### config.mk
export PLATFORM = sky130hd
export DESIGN_NAME = axis_1553_encoder
export DESIGN_NICKNAME = d
export VERILOG_FILES = /design/src/rtl/axis_1553_encoder.sv
export SDC_FILE = /design/constraint.sdc
export NUM_CORES = 1
export LEC_CHECK = 0
export ABC_AREA = 0
export BUFFER_PORTS_ARGS = -buffer_cell sky130_fd_sc_hd__buf_2
export CORE_MARGIN = 3
export CORE_UTILIZATION = 50
export DETAILED_ROUTE_END_ITERATION = 8
export PLACE_DENSITY = 0.81
export SYNTH_ARGS = -nofsm -noshare
export SYNTH_HDL_FRONTEND = slang
export SYNTH_SLANG_ARGS = --single-unit
### constraint.sdc
create_clock -name aclk -period 2.8 [get_ports aclk]
set_input_delay 0.28 -clock aclk [delete_from_list [all_inputs] [get_ports aclk]]
set_output_delay 0.28 -clock aclk [all_outputs]
set_load 0.1 [all_outputs]
### src/rtl/axis_1553_encoder.sv
// rtl/axis_1553_encoder.sv - AXI-Stream word to MIL-STD-1553 Manchester II bus encoder
module axis_1553_encoder #(
  parameter int CLOCK_SPEED = 100000000
) (
  input  logic        aclk,
  input  logic        arst,
  input  logic [15:0] s_axis_tdata,
  input  logic [7:0]  s_axis_tuser,
  input  logic        s_axis_tvalid,
  output logic        s_axis_tready,
  output logic [1:0]  tx_diff,
  output logic        tx_en
);

  localparam int H  = CLOCK_SPEED / 2000000;
  localparam int CW = $clog2(3 * H);
  localparam logic [CW-1:0] SYNC_LAST = CW'(3 * H - 1);
  localparam logic [CW-1:0] HALF_LAST = CW'(H - 1);

  typedef enum logic [1:0] {IDLE, SYNC, DATA, PARITY} state_t;

  state_t        state_q, state_d;
  logic [CW-1:0] half_cnt_q, half_cnt_d;
  logic [3:0]    bit_cnt_q, bit_cnt_d;
  logic          phase_q, phase_d;
  logic [15:0]   data_q, data_d;
  logic          cmd_q, cmd_d;
  logic          live_q, live_d;
  logic          half_end;
  logic          last_clk;
  logic          accept;
  logic          sym;
  logic          unused_tuser;

  assign unused_tuser = ^s_axis_tuser[7:1];

  always_ff @(posedge aclk or posedge arst) begin
    if (arst) begin
      state_q    <= IDLE;
      half_cnt_q <= '0;
      bit_cnt_q  <= '0;
      phase_q    <= 1'b0;
      data_q     <= '0;
      cmd_q      <= 1'b0;
      live_q     <= 1'b0;
    end else begin
      state_q    <= state_d;
      half_cnt_q <= half_cnt_d;
      bit_cnt_q  <= bit_cnt_d;
      phase_q    <= phase_d;
      data_q     <= data_d;
      cmd_q      <= cmd_d;
      live_q     <= live_d;
    end
  end

  always_comb begin
    state_d    = state_q;
    half_cnt_d = half_cnt_q;
    bit_cnt_d  = bit_cnt_q;
    phase_d    = phase_q;
    data_d     = data_q;
    cmd_d      = cmd_q;
    live_d     = 1'b1;
    tx_en      = 1'b0;
    tx_diff    = 2'b00;

    // A sync half lasts 3H clocks, a Manchester half-bit lasts H clocks.
    half_end = (state_q == SYNC) ? (half_cnt_q == SYNC_LAST) : (half_cnt_q == HALF_LAST);
    last_clk = (state_q == PARITY) && phase_q && half_end;
    // live_q keeps tready low until the first edge after reset releases.
    s_axis_tready = ((state_q == IDLE) && live_q) || last_clk;
    accept = s_axis_tready && s_axis_tvalid;

    case (state_q)
      SYNC:    sym = cmd_q;
      DATA:    sym = data_q[4'd15 - bit_cnt_q];
      PARITY:  sym = ~^data_q;
      default: sym = 1'b0;
    endcase

    // Symbol value drives the first half; phase_q inverts it for the second.
    if (state_q != IDLE) begin
      tx_en      = 1'b1;
      tx_diff    = (sym ^ phase_q) ? 2'b10 : 2'b01;
      half_cnt_d = half_cnt_q + 1'b1;
      if (half_end) begin
        half_cnt_d = '0;
        phase_d    = ~phase_q;
        if (phase_q) begin
          case (state_q)
            SYNC: state_d = DATA;
            DATA: begin
              if (bit_cnt_q == 4'd15) begin
                state_d   = PARITY;
                bit_cnt_d = '0;
              end else begin
                bit_cnt_d = bit_cnt_q + 1'b1;
              end
            end
            default: state_d = IDLE;
          endcase
        end
      end
    end

    if (accept) begin
      data_d     = s_axis_tdata;
      cmd_d      = s_axis_tuser[0];
      state_d    = SYNC;
      half_cnt_d = '0;
      bit_cnt_d  = '0;
      phase_d    = 1'b0;
    end
  end

endmodule
; ---- After elaboration in Yosys (flattened, before gate mapping)
; Index checks and enable logic that the tools add are counted.
[op_classes]
mux = 25
n_reduce_logical = 15
order_cmp = 1
n_addsub = 3
n_bitwise = 2
n_eq_ne = 7
[op_table]
columns = operator, n
row1 = $mux W4, 6
row2 = $mux W8, 3
row3 = $reduce_xnor A16 Y1, 1
row4 = $mux W2, 7
row5 = $reduce_bool A2 Y1, 5
row6 = $add A8 B1 Y8 const B, 1
row7 = $eq A8 B6 Y1 const B, 1
row8 = $eq A8 B8 Y1 const B, 1
row9 = $reduce_and A4 Y1, 2
row10 = $mux W1, 6
row11 = $lt A4 B5 Y1 const B, 1
row12 = $add A4 B1 Y4 const B, 1
row13 = $bmux W1 S4, 1
row14 = $eq A2 B2 Y1 const B, 2
row15 = $eq A4 B4 Y1 const B, 1
row16 = $logic_and A1 B1 Y1, 4
row17 = $pmux W2 S2, 1
row18 = $sub A4 B4 Y4 const A, 1
row19 = $ne A3 B3 Y1 const B, 1
row20 = $pmux W1 S3, 1
row21 = $eq A2 B1 Y1 const B, 1
row22 = $logic_not A2 Y1, 1
row23 = $reduce_and A2 Y1, 1
row24 = $logic_or A1 B1 Y1, 1
row25 = other kinds (2), 2
[totals]
reg_bits = 33
out_inout_bits = 4

; ---- Longest topological paths before layout
[logic_depth]
ltp_word = 7
depth_mapped = 10
ltp_nobuf = 8

; ---- Least setup slack after synthesis
; Ideal clock, no wire load.
[synth_path]
kind = register -> output
from = register state_q[0]
to = output port tx_diff[1]
path_buffers = 1
setup_slack_ps = -776
stages_incl_launch_ff = 7
arrival_time_ps = 3296
cell_sequence = dfrtp_1 inv_1 ha_1 clkbuf_1 inv_1 nand2_1 mux2i_1
[synth_via]
elab_chain_cells = 5
[synth_rtl]
columns = item, line_no
row1 = start: declaration, 22  ; state_t state_q, state_d;
row2 = start signal: assignment, 47  ; state_q <= state_d;
row3 = $eq A2 B2 Y1 or $eq A2 B1 Y1 (tied branches), 75  ; case (state_q)
row4 = $pmux W1 S3, 75
row5 = $xor A1 B1 Y1, 85  ; tx_diff = (sym ^ phase_q) ? 2'b10 : 2'b01;
row6 = $mux W2, 85
row7 = $mux W2 *, 83  ; if (state_q != IDLE) begin
row8 = end: declaration, 11  ; output logic [1:0] tx_diff,
; Mark *: on every way between the ends. The rest lies on a longest branch, timed or not.

; ---- Worst setup path in the final report
[layout_path]
from = register bit_cnt_q[0]
to = output port tx_diff[1]
[layout_via]
elab_chain_cells = 7
[layout_rtl]
columns = item, line_no
row1 = start: declaration, 24  ; logic [3:0] bit_cnt_q, bit_cnt_d;
row2 = start signal: assignment, 49  ; bit_cnt_q <= bit_cnt_d;
row3 = $sub A4 B4 Y4, 77  ; DATA: sym = data_q[4'd15 - bit_cnt_q];
row4 = $bmux W1 S4, 77
row5 = $mux W1 (not written as such), 77
row6 = $pmux W1 S3, 75
row7 = $xor A1 B1 Y1, 85
row8 = $mux W2, 85
row9 = $mux W2, 83
; Every way passes these cells. The select of a mux whose other input is x is not followed.

==> run_results.csv <==
group,metric,value,unit
layout,antenna-diode-count,0,
power_and_ir_drop,p_per_area,420,nW/um^2
die,die_y,68.5,um
logic_synthesis,yosys.area_share.simple,0.145,
global_routing,grt_max_degree,34,
logic_synthesis,synth_seq_cells,33,
detailed_routing,vias_per_cell,5.67,
logic_synthesis,synth_cell_type_count,42,
timing,setup_tns,0,ns
die,core-area,3720,sq um
timing,fin_worst_skew,0.00986,ns
setup_path,cpMaxStageDelayCell,"mux4_2",
logic_synthesis,synth.area.mux_share,0.162,
place,hpwl,2.64,mm
clock_tree,cts_tree,"done",
setup_path,crit_family,"multiplexers",
clock_tree,clkSinkCount,33,
power_and_ir_drop,p_leak,1.10,nW
timing,hold_slack,0.0602,ns
logic_synthesis,yosysMostFrequentCell,"dfrtp_1",
logic_synthesis,syn_area,1950,sq um
logic_synthesis,yosysWarningCount,0,
logic_synthesis,synth_ff_type,"dfrtp_1",
logic_synthesis,yosys.area.top_type,"dfrtp_1",
detailed_routing,drc_errors,0,
status,outcome,"complete, no violations",
setup_path,path_class,"reg2out",
setup_path,crit_fanout,4,
detailed_routing,drtIter0Drc,58,
place,io_buffers,23,
timing,rsz0062_at_grt,"no",
global_routing,grt_use_total,0.170,
clock_tree,clkLatencyLatePin,0.29,ns
die,die_width,68.5,um
detailed_routing,drt-total-wl,3.49,mm
logic_synthesis,synth-async-reset-ratio,1.00,
power_and_ir_drop,peakVddDrop,0.331,mV
layout,nNetsFinal,246,
setup_path,cpPeakStageDelay,0.53,ns
logic_synthesis,yosysTopAreaCellShare,0.423,
logic_synthesis,syn_inst,183,
global_routing,gr-total-overflow,0,
clock_tree,clock-root-buffer,"clkbuf_8",
logic_synthesis,synth_compound_area_frac,0.115,
logic_synthesis,synthesis.nets,219,
detailed_routing,wl_per_cell,13.5,um
logic_synthesis,synthAdderAreaFrac,0.0576,
timing,post-route-min-period,2.64,ns
place,gp_congestion,0.846,
setup_path,critical_path_buf_inv_count,1,
timing,maxSlewViolCount,0,
logic_synthesis,synth_xor_area_frac,0.0672,
setup_path,cp-end-kind,"output pin",
detailed_routing,drt-pass1-iter-count,4,
clock_tree,ctsHoldBuffers,0,
setup_path,required,2.52,ns
detailed_routing,vias,1468,
clock_tree,cts.path.max_buffers,2,
logic_synthesis,ys_seq_area_frac,0.423,
clock_tree,path_clk_slew,0.07,ns
detailed_routing,ant_nets,0,
die,rows,22,
global_routing,antenna_found_initial,0,
die,die_area,4690,sq um
setup_path,cp_cell_sequence,"mux4_2, o2111ai_1, a31oi_1, a31oi_2, mux2i_2, buf_12",
layout,syn_to_final_growth,17.2,%
setup_path,worstPathArrival,2.36,ns
clock_tree,cts_inserted_buffers,5,
clock_tree,htreeDepth,2,
layout,drive_gt1_frac,0.223,
logic_synthesis,synth_top_family_by_area,"multiplexers",
job,drv_cap,0,
hold_path,min_path_type,"in2async",
die,ioPinCount,31,
logic_synthesis,avgSynthCellArea,10.7,sq um
setup_path,start_kind,"register",
logic_synthesis,synthTopCellsByCount,"dfrtp_1 (33), nand2_1 (17), mux2_1 (16), xnor2_1 (13), nand3_1 (12)",
timing,final-setup-viol-count,0,
die,initial_core_util,0.526,
global_routing,first_global_vias,1331,
logic_synthesis,synthTopCellsByArea,"dfrtp_1 (42%), mux2_1 (9.2%), xnor2_1 (5.8%), ha_1 (5.8%), mux2i_1 (4.1%)",
logic_synthesis,synth_edf_count,0,
timing,fmax,379,MHz
timing,final_hold_viol_count,0,
timing,min_period_over_period,0.941,
global_routing,grt_pass1_wl,5.81,mm
-- placed cells by master (no fill, tap or decap), drive strengths merged, types with 2 or more instances in the layout --
| master | count |
|---|---|
| o31ai | 2 |
| nand2 | 17 |
| o21ai | 11 |
| buf | 27 |
| nor2 | 4 |
| and3 | 4 |
| clkbuf | 7 |
| or2 | 2 |
| and2 | 3 |
| mux4 | 2 |
| a22o | 2 |
| ha | 9 |
| nor2b | 2 |
| xor2 | 2 |
| a31oi | 8 |
| inv | 7 |
| dfrtp | 33 |
| mux2 | 17 |
| mux2i | 8 |
| nand3 | 12 |
| xnor2 | 13 |
| a21o | 2 |
-- path summary, 6_finish.rpt --
kind | startpoint | endpoint | slack (ns) | cells past startpoint
worst min-delay path | arst | half_cnt_q[6] | 0.06 | 3
worst max-delay path | bit_cnt_q[0] | tx_diff[1] | 0.16 | 6
worst min register to register | cmd_q | cmd_q | 0.51 | 1
min in group aclk | s_axis_tdata[14] | data_q[14] | 0.20 | 2
worst max register to register | state_q[1] | bit_cnt_q[2] | 0.48 | 9
max in group asynchronous | arst | bit_cnt_q[2] | 2.43 | 3
-- worst register-to-register path, delay by kind of cell (launching register included) --
kind,cells,cell delay (ns)
fa+ha+maj,1,0.24
buf+inv,2,0.40
compound gates,3,0.57
simple gates,3,0.62
flops,1,0.42
-- routing by layer --
layer	up-vias	track usage	share of wire
li1	710	-	-
met1	720	0.219	0.46
met2	31	0.256	0.48
met3	7	0.0648	0.036
met4	0	0.0670	0.023
met5	-	0	0
-- flip-flops by register name, indices dropped and copies added, names as in the netlist --
| register | count |
|---|---|
| phase_q | 1 |
| data_q | 16 |
| bit_cnt_q | 4 |
| half_cnt_q | 8 |
| state_q | 2 |
| live_q | 1 |
| cmd_q | 1 |
-- repair_timing --
item                       CTS  global route
setup buffers                0             0
setup endpoints to repair    0             2
resized for setup            0             1
-- area by class of cell --
class	instances	area, sq um
clock buffers	7	86.3
clock inverters	1	30.0
fillers	319	1430
inverters	7	26.3
multi-input cells	136	1090
flip-flops and latches	33	826
well taps	48	60.1
repair buffers	27	175
-- cells by family after synthesis --
family,Yosys count
xor+xnor,15
other cells,1
flops,33
compound gates,33
fa+ha+maj,9
simple gates,51
buf+inv,14
mux,27
-- through the flow --
step / std cells / power [mW] / instance area [sq um] / utilization / setup WS, ns
finish: 259 / 0.961 / 2290 / 0.616 / 0.164
floorplan: 183 / 0.495 / 1960 / - / -0.304
detailed placement: 251 / 0.511 / 2170 / 0.583 / 0.369
global route: 259 / 0.991 / 2290 / 0.616 / 0.0472
global placement: 251 / 0.511 / 2170 / 0.583 / 0.433
CTS: 259 / 0.968 / 2280 / 0.614 / 0.0489
-- power breakdown --
part           internal (mW)  switching, mW
registers              0.478       0.000368
clock network          0.290          0.169
logic                 0.0107         0.0129
total                  0.778          0.183
Note: power is estimated with default switching activity, not from simulation.
